$ cat src/rtl/mem_bus_responder.sv
// mem_bus_responder: byte-serial bus slave that assembles 32-bit words and issues single memory requests.
module mem_bus_responder #(
   parameter int TIMEOUT = 16
) (
   input  logic        clk,
   input  logic        rst_n,
   input  logic        sync,
   input  logic        rw,
   input  logic [7:0]  addr_in,
   input  logic [7:0]  wdata_in,
   output logic [7:0]  rdata_out,
   output logic        rdata_oe,
   output logic        rdy,
   output logic        err,
   input  logic        clr_err,
   output logic        mem_req,
   output logic        mem_we,
   output logic [31:0] mem_addr,
   output logic [31:0] mem_wdata,
   input  logic [31:0] mem_rdata,
   input  logic        mem_ack
);
   typedef enum logic [1:0] {IDLE, ADDR, MEM, DATA} state_t;
   state_t      state_q;
   logic [1:0]  beat_q;
   logic [1:0]  beat_nx;
   logic        rw_q;
   logic [7:0]  cnt_q;
   logic [31:0] rdata_q;
   logic [31:0] word_d;
   logic [7:0]  rout_q;
   logic        oe_q, rdy_q, err_q, err_d, req_q, we_q;
   logic [31:0] addr_q, wdata_q;
   logic        abort, tmo;
   assign abort   = sync && state_q != IDLE;
   // an ack in the final allowed cycle wins over the timeout
   assign tmo     = state_q == MEM && !mem_ack && cnt_q == 8'(TIMEOUT - 1);
   assign beat_nx = beat_q + 2'd1;
   always_comb begin
      word_d = mem_ack ? mem_rdata : 32'hFFFF_FFFF;
      err_d  = (abort || tmo) ? 1'b1 : clr_err ? 1'b0 : err_q;
   end
   always_ff @(posedge clk or negedge rst_n) begin
      if (!rst_n) begin
         state_q <= IDLE;
         beat_q  <= '0;
         rw_q    <= 1'b0;
         cnt_q   <= '0;
         rdata_q <= '0;
         rout_q  <= '0;
         oe_q    <= 1'b0;
         rdy_q   <= 1'b0;
         err_q   <= 1'b0;
         req_q   <= 1'b0;
         we_q    <= 1'b0;
         addr_q  <= '0;
         wdata_q <= '0;
      end else begin
         err_q <= err_d;
         rdy_q <= 1'b0;
         if (abort) begin
            state_q <= ADDR;
            beat_q  <= '0;
            rw_q    <= rw;
            req_q   <= 1'b0;
            oe_q    <= 1'b0;
            rout_q  <= '0;
         end else begin
            case (state_q)
               IDLE: if (sync) begin
                  state_q <= ADDR;
                  beat_q  <= '0;
                  rw_q    <= rw;
               end
               ADDR: begin
                  addr_q[{beat_q, 3'b000} +: 8]  <= addr_in;
                  wdata_q[{beat_q, 3'b000} +: 8] <= wdata_in;
                  beat_q <= beat_nx;
                  if (beat_q == 2'd3) begin
                     state_q <= MEM;
                     req_q   <= 1'b1;
                     we_q    <= ~rw_q;
                     cnt_q   <= '0;
                  end
               end
               MEM: if (mem_ack || tmo) begin
                  req_q <= 1'b0;
                  rdy_q <= 1'b1;
                  if (rw_q) begin
                     state_q <= DATA;
                     beat_q  <= '0;
                     rdata_q <= word_d;
                     oe_q    <= 1'b1;
                     rout_q  <= word_d[7:0];
                  end else begin
                     state_q <= IDLE;
                  end
               end else begin
                  cnt_q <= cnt_q + 8'd1;
               end
               DATA: begin
                  beat_q <= beat_nx;
                  if (beat_q == 2'd3) begin
                     state_q <= IDLE;
                     oe_q    <= 1'b0;
                     rout_q  <= '0;
                  end else begin
                     rout_q <= rdata_q[{beat_nx, 3'b000} +: 8];
                  end
               end
               default: state_q <= IDLE;
            endcase
         end
      end
   end
   assign rdata_out = rout_q;
   assign rdata_oe  = oe_q;
   assign rdy       = rdy_q;
   assign err       = err_q;
   assign mem_req   = req_q;
   assign mem_we    = we_q;
   assign mem_addr  = addr_q;
   assign mem_wdata = wdata_q;
endmodule

$ cat config.mk
export PLATFORM = sky130hd
export DESIGN_NAME = mem_bus_responder
export DESIGN_NICKNAME = d
export VERILOG_FILES = /design/src/rtl/mem_bus_responder.sv
export SDC_FILE = /design/constraint.sdc
export NUM_CORES = 1
export LEC_CHECK = 0
export ABC_AREA = 1
export BUFFER_PORTS_ARGS = -buffer_cell sky130_fd_sc_hd__buf_4
export CAP_MARGIN = 20
export CORE_ASPECT_RATIO = 1.75
export CORE_UTILIZATION = 55
export DETAILED_ROUTE_END_ITERATION = 10
export MAX_ROUTING_LAYER = met4
export PLACE_DENSITY = 0.86
export SETUP_SLACK_MARGIN = 0.05
export SLEW_MARGIN = 15
export SYNTH_ARGS = -nofsm -noshare
export SYNTH_HDL_FRONTEND = slang
export SYNTH_SLANG_ARGS = --single-unit
export TNS_END_PERCENT = 50
$ cat constraint.sdc
create_clock -name clk -period 4.6 [get_ports clk]
set_input_delay 0.23 -clock clk [delete_from_list [all_inputs] [get_ports clk]]
set_output_delay 0.23 -clock clk [all_outputs]
set_load 0.02 [all_outputs]
; ---- Word level (Yosys, flattened, before mapping)
; Index checks and enable logic that the tools add are counted.
[totals]
romBits = 0
mem_bits_rw = 0
elab_cells = 99
inputBits = 54
mem_count = 0
reg_bits = 122
latch_bits = 0
output_inout_bits = 77
[op_classes]
n_mul = 0
add_sub_neg = 3
n_bitwise = 2
reduce_logical = 25
n_eq_ne = 12
shift = 4
muxes = 40
order_cmp = 0
n_div = 0
[op_table]
columns = cell, n
row1 = bitwise mux 32 bit, 2
row2 = indexed part select 8 x 7 -> 32 bit, 2
row3 = two-way mux 8 bit, 6
row4 = two-way mux 32 bit, 1
row5 = one-hot mux 8 bit (2 select lines), 2
row6 = variable shift 8 x 7 -> 32 bit (first input constant), 1
row7 = indexed part select 32 x 6 -> 8 bit, 1
row8 = two-way mux 2 bit, 10
row9 = AND reduction 4 bit, 4
row10 = two-way mux 1 bit, 15
row11 = inequality test 3 bit (second input constant), 4
row12 = AND reduction 3 bit, 4
row13 = nonzero test 2 bit, 5
row14 = adder 8 x 1 -> 8 bit (second input constant), 1
row15 = equality test 8 x 4 -> 1 bit (second input constant), 1
row16 = one-hot mux 2 bit (4 select lines), 1
row17 = negation 5 -> 7 bit, 1
row18 = equality test 2 bit (second input constant), 3
row19 = one-hot mux 2 bit (3 select lines), 1
row20 = nonzero test 3 bit, 2
row21 = inequality test 2 bit (second input constant), 2
row22 = one-hot mux 1 bit (2 select lines), 2
row23 = AND reduction 2 bit, 2
row24 = logical AND 1 bit, 3
row25 = other kinds (8), 10

; ---- Depth between registers and ports, before layout
; Gate-level depths: netlist of the first run.
[depth]
depth_word = 7
ltp_mapped = 13

; ---- Worst setup path before layout of the first run
; No wires, ideal clock.
[synth_timing]
kind = reg-to-reg
start = reg beat_q[0]
end = reg addr_q[6] (netlist: mem_addr[6])
period_less_slack_ns = 2.071
path_stages_with_launch = 11
arrival_time_ns = 1.994
slack_ns = 2.529
path_cell_list = dfrtp_1 -> inv_1 -> clkbuf_1 -> ha_1 -> buf_4 -> inv_1 -> nand2_1 -> nor2_1 -> buf_2 -> nand2_1 -> a21oi_1
[synth_between]
elab_chain_cells = 3
[synth_lines]
columns = item, line_no
row1 = from (decl), 25  ; logic [1:0] beat_q;
row2 = from (signal assigned), 78  ; beat_q <= beat_nx;
row3 = from (signal assigned), 102  ; beat_q <= beat_nx;
row4 = negation 5 -> 7 bit (*), 76  ; addr_q[{beat_q, 3'b000} +: 8] <= addr_in;
row5 = indexed part select 8 x 7 -> 32 bit or variable shift 8 x 7 -> 32 bit (tied branches), 76
row6 = bitwise mux 32 bit (*), 76
row7 = "to (signal, indexed assignment)", 76
row8 = to (decl), 33  ; logic [31:0] addr_q, wdata_q;
; Mark *: on every way between the ends. The rest lies on a longest branch, timed or not.
; A chain may end at the register's enable or synchronous reset.

; ---- Worst setup path in the final report of the first run
[layout_timing]
start = reg beat_q[0]
end = reg wdata_q[5] (netlist: mem_wdata[5])
[layout_between]
elab_chain_cells = 3
[layout_lines]
columns = item, line_no
row1 = negation 5 -> 7 bit (*), 77  ; wdata_q[{beat_q, 3'b000} +: 8] <= wdata_in;
row2 = indexed part select 8 x 7 -> 32 bit or variable shift 8 x 7 -> 32 bit (tied branches), 77
row3 = bitwise mux 32 bit (*), 77
row4 = "to (signal, indexed assignment)", 77
row5 = to (decl), 33
; Marks and branches as above.

==> impl_metrics.env, run 1 <==
export IMPL_ys_top_cells_by_area="dfrtp_1 53%, nand2_1 13%, nor2_1 5.6%, o21ai_0 4.3%, o21a_1 3.7%"
export IMPL_syn_area_mm2=0.005714
export IMPL_grt_max_degree=75
export IMPL_final_hold_viol_count=0
export IMPL_cts_max_path_buffers=2
export IMPL_via_count=5315
export IMPL_timing_hold_ws_ns=0.03111
export IMPL_cellLeakagePower_nw=3.735
export IMPL_max_slew_margin_pct=29.00
export IMPL_port_buffers=130
export IMPL_nFillCells=724
export IMPL_clock_latency_ns=0.41
export IMPL_fin_cells=954
export IMPL_layout_setup_ws_ns=1.710
export IMPL_min_delay_path_class="primary input to flip-flop"
export IMPL_tightest_slew_ns=1.061
export IMPL_cts_max_level=4
export IMPL_dieArea_mm2=0.01082
export IMPL_grtUsageTotal_pct=30.47
export IMPL_synth_top_area_share_pct=53.43
export IMPL_ys_types=28
export IMPL_first_global_vias=5167
export IMPL_cts_buffers=17
export IMPL_fin_total_pwr_mw=5.452
export IMPL_vias_per_cell=5.571
export IMPL_cts_sinks=122
export IMPL_die_h_um=136.8
export IMPL_ys_seq_elements=122
export IMPL_crit_fanout=22
export IMPL_gp_congestion=0.9260
export IMPL_dpl_cell_area_mm2=0.006681
export IMPL_grt_pass1_wl_mm=24.08
export IMPL_drive_gt1_share_pct=22.68
export IMPL_firstDrtPassIters=5
export IMPL_final_setup_skew_ns=0.006360
export IMPL_die_x_um=79.05
export IMPL_finalMaxSlewViolations=0
export IMPL_syn_inst=697
export IMPL_ys_warn_count=0
export IMPL_fin_area_mm2=0.007378
export IMPL_path_clk_slew_ns=0.05
export IMPL_antenna_found_initial=0
export IMPL_maxCapViolations=0
export IMPL_diodes=0
export IMPL_coreArea_mm2=0.009970
export IMPL_post_place_ws_ns=1.828
export IMPL_rsz0062_at_grt="false"
export IMPL_avgSynthCellArea_um2=8.198
export IMPL_yosysTopAreaCell="dfrtp_1"
export IMPL_ctsResizeCount=0
export IMPL_cts_tree="built"
export IMPL_cp_end_kind="flip-flop"
export IMPL_gr_total_overflow=0
export IMPL_final_util_pct=74.01
export IMPL_seq_area_frac_synth_pct=53.43
export IMPL_power_density_mw_per_mm2=738.9
export IMPL_fmax_mhz=346.0
export IMPL_drt_iter0_drc=324
export IMPL_dp_hpwl_mm=10.65
export IMPL_setup_viol=0
export IMPL_status="complete, no violations"
export IMPL_critPathKind="flip-flop to flip-flop"
export IMPL_nets=878
export IMPL_timing_final_crit_period_ns=2.890
export IMPL_syn_nets=758
export IMPL_arrival_ns=3.22
export IMPL_place_inst=919
export IMPL_seq_area_mm2=0.003053
export IMPL_area_delta_synth_final_pct=29.12
export IMPL_num_io_pins=131
export IMPL_rows=48
export IMPL_drt_wirelength_per_cell_um=15.75
export IMPL_multi_input_area_mm2=0.002291
export IMPL_post_route_period_util_pct=62.83
export IMPL_cp_required_ns=4.93
export IMPL_initial_core_util_pct=57.32
export IMPL_detail_route_antenna_nets=0
export IMPL_drc=0
export IMPL_cts_root_buf="clkbuf_16"
export IMPL_critPathLaunchType="flip-flop"
export IMPL_ir_worst_vdd_mv=0.4584
export IMPL_setup_tns_ns=0
export IMPL_wl_mm=15.03
## power by group
| part | leakage [nW] | internal (mW) | switching [mW] |
|---|---|---|---|
| clock network | 0.301 | 0.909 | 0.444 |
| registers | 1.50 | 1.54 | 0.292 |
| logic | 1.93 | 0.879 | 1.39 |
| total | 3.73 | 3.33 | 2.13 |
## layout by cell type (no fill, tap or decap), types with 2 or more instances in the layout
| master | instances |
|---|---|
| buf_4 | 134 |
| clkbuf_16 | 17 |
| or2_2 | 3 |
| nor2_2 | 5 |
| ha_1 | 7 |
| nor2_1 | 85 |
| clkbuf_8 | 8 |
| o21ai_1 | 33 |
| nand2_1 | 195 |
| clkinvlp_4 | 2 |
| nand2_2 | 3 |
| nand3_1 | 23 |
| dfrtp_1 | 122 |
| a31oi_1 | 2 |
| inv_2 | 5 |
| o21a_1 | 28 |
| nor2_4 | 2 |
| o21ai_0 | 49 |
| xnor2_1 | 2 |
| bufinv_16 | 2 |
| a21oi_1 | 41 |
| nand4_1 | 6 |
| inv_1 | 42 |
## cell families after synthesis
logic type,Yosys count,synth area share (%)
DFF,122,53.43
buffers and inverters,85,6.613
AOI/OAI and AO/OA,155,14.98
and+or+nand+nor,326,23.14
adders and majority gates,7,1.533
xor gates and xnor gates,2,0.3066
## Yosys cell counts
cell and number:
nor2_4 1, nor2_1 85, buf_6 3, o221ai_1 1
inv_1 43, or2_2 3, dfrtp_1 122, nand2_1 196
o21a_1 28, nor3_1 1, o21ai_0 49, inv_2 5
buf_2 20, nand3_2 1, a31oi_1 2, a21oi_2 1
o21ai_1 33, clkbuf_1 11, buf_4 3, nand3_1 23
nor2_2 6, nand2_2 2, nand4_1 6, nand4_2 1
a21oi_1 41, xnor2_1 2, ha_1 7, nand3b_1 1
## state kept, by name, indices dropped and copies added (netlist names)
register,flops
mem_addr,32
mem_wdata,32
rdata_q,32
cnt_q,8
rdata_out,8
beat_q,2
state_q,2
err,1
mem_req,1
mem_we,1
rdata_oe,1
rdy,1
rw_q,1
## worst paths after layout
check | from | end | slack (ns) | cells after the start
worst max register to register | beat_q[0] | mem_wdata[5] | 1.71 | 7
max in group asynchronous | rst_n | cnt_q[6] | 2.90 | 3
worst min-delay path | rw | rw_q | 0.03 | 3
worst max-delay path | beat_q[0] | mem_wdata[5] | 1.71 | 7
worst min register to register | mem_wdata[24] | mem_wdata[24] | 0.49 | 1
min in group asynchronous | rst_n | rdata_out[1] | 0.49 | 2
## worst max-delay path: stages (launching register included)
cell	delay [ns]
dfrtp_1	0.37
inv_1	0.41
ha_1	0.42
inv_1	0.32
nand2_1	0.12
nor2_1	0.81
nand2_1	0.15
a21oi_1	0.19
## layer usage
metal | vias up | GRT usage (%) | share of wire (%)
met5 | - | - | 0
met4 | 0 | 19.80 | 6.3
met3 | 72 | 6.333 | 5.6
met2 | 245 | 51.53 | 53
met1 | 2506 | 31.73 | 35
li1 | 2492 | - | -
## area by class of cell
class,count,area share (%)
Clock buffer,26,7.309
Inverter,48,2.442
Clock inverter,5,1.085
Sequential cell,122,41.38
Multi-Input combinational cell,490,31.05
Timing Repair Buffer,138,14.62
Tap cell,125,2.120
## what timing repair did
item                      4_1_cts  5_1_grt
hold endpoints to repair       13        0
hold buffers                    1        0
setup buffers                   0        0
Power figures use the tool's default switching activity.
==> inputs of run 2 (changes only) <==
Settings changed: ABC_AREA 1 to 0, CORE_UTILIZATION 55 to 53, PLACE_DENSITY 0.86 to 0.84.
Clock period 4.6 ns to 2.9 ns, I/O delays scaled along.
==> run 2 against run 1 <==
Count of clock-buffer cells in the layout is 6 lower. Global-route usage is 0.23 points higher. Critical endpoint is now mem_addr[10]. Wire length is 1.7% lower. Die area is 3.8% lower. Largest power group is now sequential cells. Critical path type unchanged.
==> impl_metrics.env, run 2 <==
export IMPL_drive_gt1_share_pct=27.11
export IMPL_first_global_vias=4706
export IMPL_crit_fanout=32
export IMPL_cts_max_path_buffers=2
export IMPL_min_from="mem_rdata[3]"
export IMPL_gr_total_overflow=0
export IMPL_grt_max_degree=65
export IMPL_holdPathEnd="rdata_q[3]"
export IMPL_setup_tns_ns=0
export IMPL_drt_iter0_drc=297
export IMPL_dp_hpwl_mm=9.815
export IMPL_cts_sinks=122
export IMPL_rows=47
export IMPL_cts_max_level=4
export IMPL_coreArea_mm2=0.009585
export IMPL_yosysTopAreaCell="dfrtp_1"
export IMPL_dieArea_mm2=0.01041
export IMPL_setup_viol=0
export IMPL_die_h_um=134.2
export IMPL_timing_hold_ws_ns=0.01540
export IMPL_cts_tree="built"
export IMPL_fin_area_mm2=0.007241
export IMPL_slowest_stage="dfrtp_1"
export IMPL_port_buffers=130
export IMPL_timing_final_crit_period_ns=2.361
export IMPL_seq_area_frac_synth_pct=57.68
export IMPL_post_cts_buffers=0
export IMPL_num_io_pins=131
export IMPL_cts_hold_buffers=34
export IMPL_status="complete, no violations"
export IMPL_via_count=4693
export IMPL_synth_common_cells="153 x nand2_1, 122 x dfrtp_1, 79 x o21ai_0, 32 x o22a_1, 21 x clkbuf_1"
export IMPL_hold_path_depth=2
export IMPL_cp_required_ns=3.12
export IMPL_min_delay_path_class="primary input to flip-flop"
export IMPL_ys_flop_type="dfrtp_1"
export IMPL_post_route_period_util_pct=81.41
export IMPL_cp_end_kind="flip-flop"
export IMPL_drt_wirelength_per_cell_um=18.29
export IMPL_dpl_cell_area_mm2=0.006359
export IMPL_yosysMostFrequentCell="nand2_1"
export IMPL_power_density_mw_per_mm2=771.6
export IMPL_cellLeakagePower_nw=3.383
export IMPL_syn_area_mm2=0.005293
export IMPL_diodes=0
export IMPL_path_clk_slew_ns=0.05
export IMPL_critPathLaunchType="flip-flop"
export IMPL_ir_worst_vdd_mv=0.5360
export IMPL_tightest_slew_ns=0.8682
export IMPL_arrival_ns=2.59
export IMPL_cpPeakStageDelay_ns=0.64
export IMPL_rsz0062_at_grt="false"
export IMPL_ctsResizeCount=0
export IMPL_wl_mm=14.78
export IMPL_final_common_cell="nand2_1"
export IMPL_path_cells="nor3b_2 -> nand2_1 -> nand2_1 -> o21ai_0"
export IMPL_fmax_mhz=423.6
export IMPL_grt_pass1_wl_mm=23.31
export IMPL_finalMaxSlewViolations=0
export IMPL_cts_root_buf="clkbuf_16"
export IMPL_r2r_setup_slack_ns=0.54
export IMPL_ys_async_sr_fraction_pct=100.0
export IMPL_max_slew_margin_pct=41.98
export IMPL_synth_top_area_share_pct=57.68
export IMPL_nFillCells=623
export IMPL_ys_seq_elements=122
export IMPL_drc=0
export IMPL_syn_inst=517
export IMPL_critPathKind="flip-flop to flip-flop"
export IMPL_worstReg2RegStart="state_q[0]"
export IMPL_r2r_cells=4
export IMPL_final_setup_skew_ns=0.006441
export IMPL_grtUsageTotal_pct=30.71
export IMPL_antenna_found_initial=0
export IMPL_vias_per_cell=5.808
export IMPL_nets=737
export IMPL_final_hold_viol_count=0
export IMPL_synth_edff_count=0
export IMPL_ys_warn_count=0
export IMPL_maxCapViolations=0
export IMPL_cts_buffers=17
export IMPL_initial_core_util_pct=55.21
export IMPL_syn_nets=578
export IMPL_ys_types=42
export IMPL_die_x_um=77.54
export IMPL_area_delta_synth_final_pct=36.81
export IMPL_firstDrtPassIters=5
export IMPL_mostFrequentLayoutCells="153 x nand2_1, 137 x buf_4, 122 x dfrtp_1, 79 x o21ai_0, 34 x dlygate4sd3_1"
export IMPL_gp_congestion=0.8811
export IMPL_avgSynthCellArea_um2=10.24
export IMPL_cpMostUsedCell="nand2_1"
export IMPL_ys_top_cells_by_area="dfrtp_1 58%, nand2_1 11%, o21ai_0 7.5%, o22a_1 5.3%, mux4_2 3.4%"
export IMPL_detail_route_antenna_nets=0
export IMPL_timing_rr_end="mem_addr[10]"
export IMPL_clock_latency_ns=0.40
[run 2: cell types whose count changed after synthesis, sizes merged, moves of 5 or more]
| cell | before | now |
|---|---|---|
| o22a | 0 | 32 |
| nand4 | 7 | 2 |
| clkbuf | 11 | 21 |
| mux4 | 0 | 8 |
| buf | 26 | 11 |
| a32oi | 0 | 8 |
| a21oi | 42 | 4 |
| nand2 | 198 | 153 |
| o21a | 28 | 1 |
| inv | 48 | 14 |
| nor2 | 92 | 8 |
| nand3 | 24 | 8 |
[run 2: cell families after synthesis]
group                      count (synthesis)  synth area share (%)
adders and majority gates                  7                 1.655
and+or+nand+nor                          193                 16.01
buffers and inverters                     46                 3.546
DFF                                      122                 57.68
muxes                                     12                 4.232
AOI/OAI and AO/OA                        137                 16.88
[run 2: metal layers]
| layer | GRT usage [%] | vias up | share of wire, % | wire length (um) |
|---|---|---|---|---|
| li1 | - | 2114 | - | - |
| met3 | 5.918 | 50 | 6.1 | 907 |
| met2 | 53.10 | 258 | 54 | 8021 |
| met4 | 17.40 | 0 | 5.0 | 736 |
| met1 | 32.37 | 2271 | 35 | 5112 |
| met5 | - | - | 0 | 0 |
[run 2: power by group]
group	switching (mW)	internal [mW]	total [mW]
registers	0.192	1.99	2.18
clock network	0.698	1.22	1.92
logic	0.877	0.614	1.49
[run 2: critical path: cells and delay by family, from the launching register on]
| family | cells | cell delay, ns |
|---|---|---|
| simple gates | 3 | 1.39 |
| compound gates | 1 | 0.15 |
| flops | 1 | 0.64 |
[run 2: cell type report]
class                           count  area [um^2]  area share [%]
Tap cell                          122        152.6           2.108
Sequential cell                   122         3053           42.16
Timing Repair Buffer              172         1389           19.18
Inverter                           14        52.55          0.7258
Multi-Input combinational cell    349         2052           28.34
Clock buffer                       20        466.7           6.445
Clock inverter                      9        75.07           1.037
[run 2: worst max-delay path by stage]
stage	startpoint	to	slack, ns	cells after the start
3_5_place_dp	state_q[0]	mem_addr[28]	0.66	4
2_1_floorplan	beat_q[0]	mem_wdata[4]	0.87	7
3_3_place_gp	cnt_q[0]	cnt_q[4]	0.81	5
5_1_grt	state_q[0]	mem_addr[28]	0.33	4
6_report	state_q[0]	mem_addr[10]	0.54	4
4_1_cts	state_q[0]	mem_addr[10]	0.61	4
[run 2: per-stage QoR]
stage | setup WS [ns] | total power, mW | cells | utilization, %
2_1_floorplan | 0.8740 | 2.969 | 517 | -
3_3_place_gp | 0.8096 | 3.571 | 745 | 66.34
3_5_place_dp | 0.6593 | 3.635 | 745 | 66.34
4_1_cts | 0.6063 | 5.608 | 808 | 75.54
5_1_grt | 0.3272 | 5.844 | 808 | 75.54
6_report | 0.5390 | 5.587 | 808 | 75.54
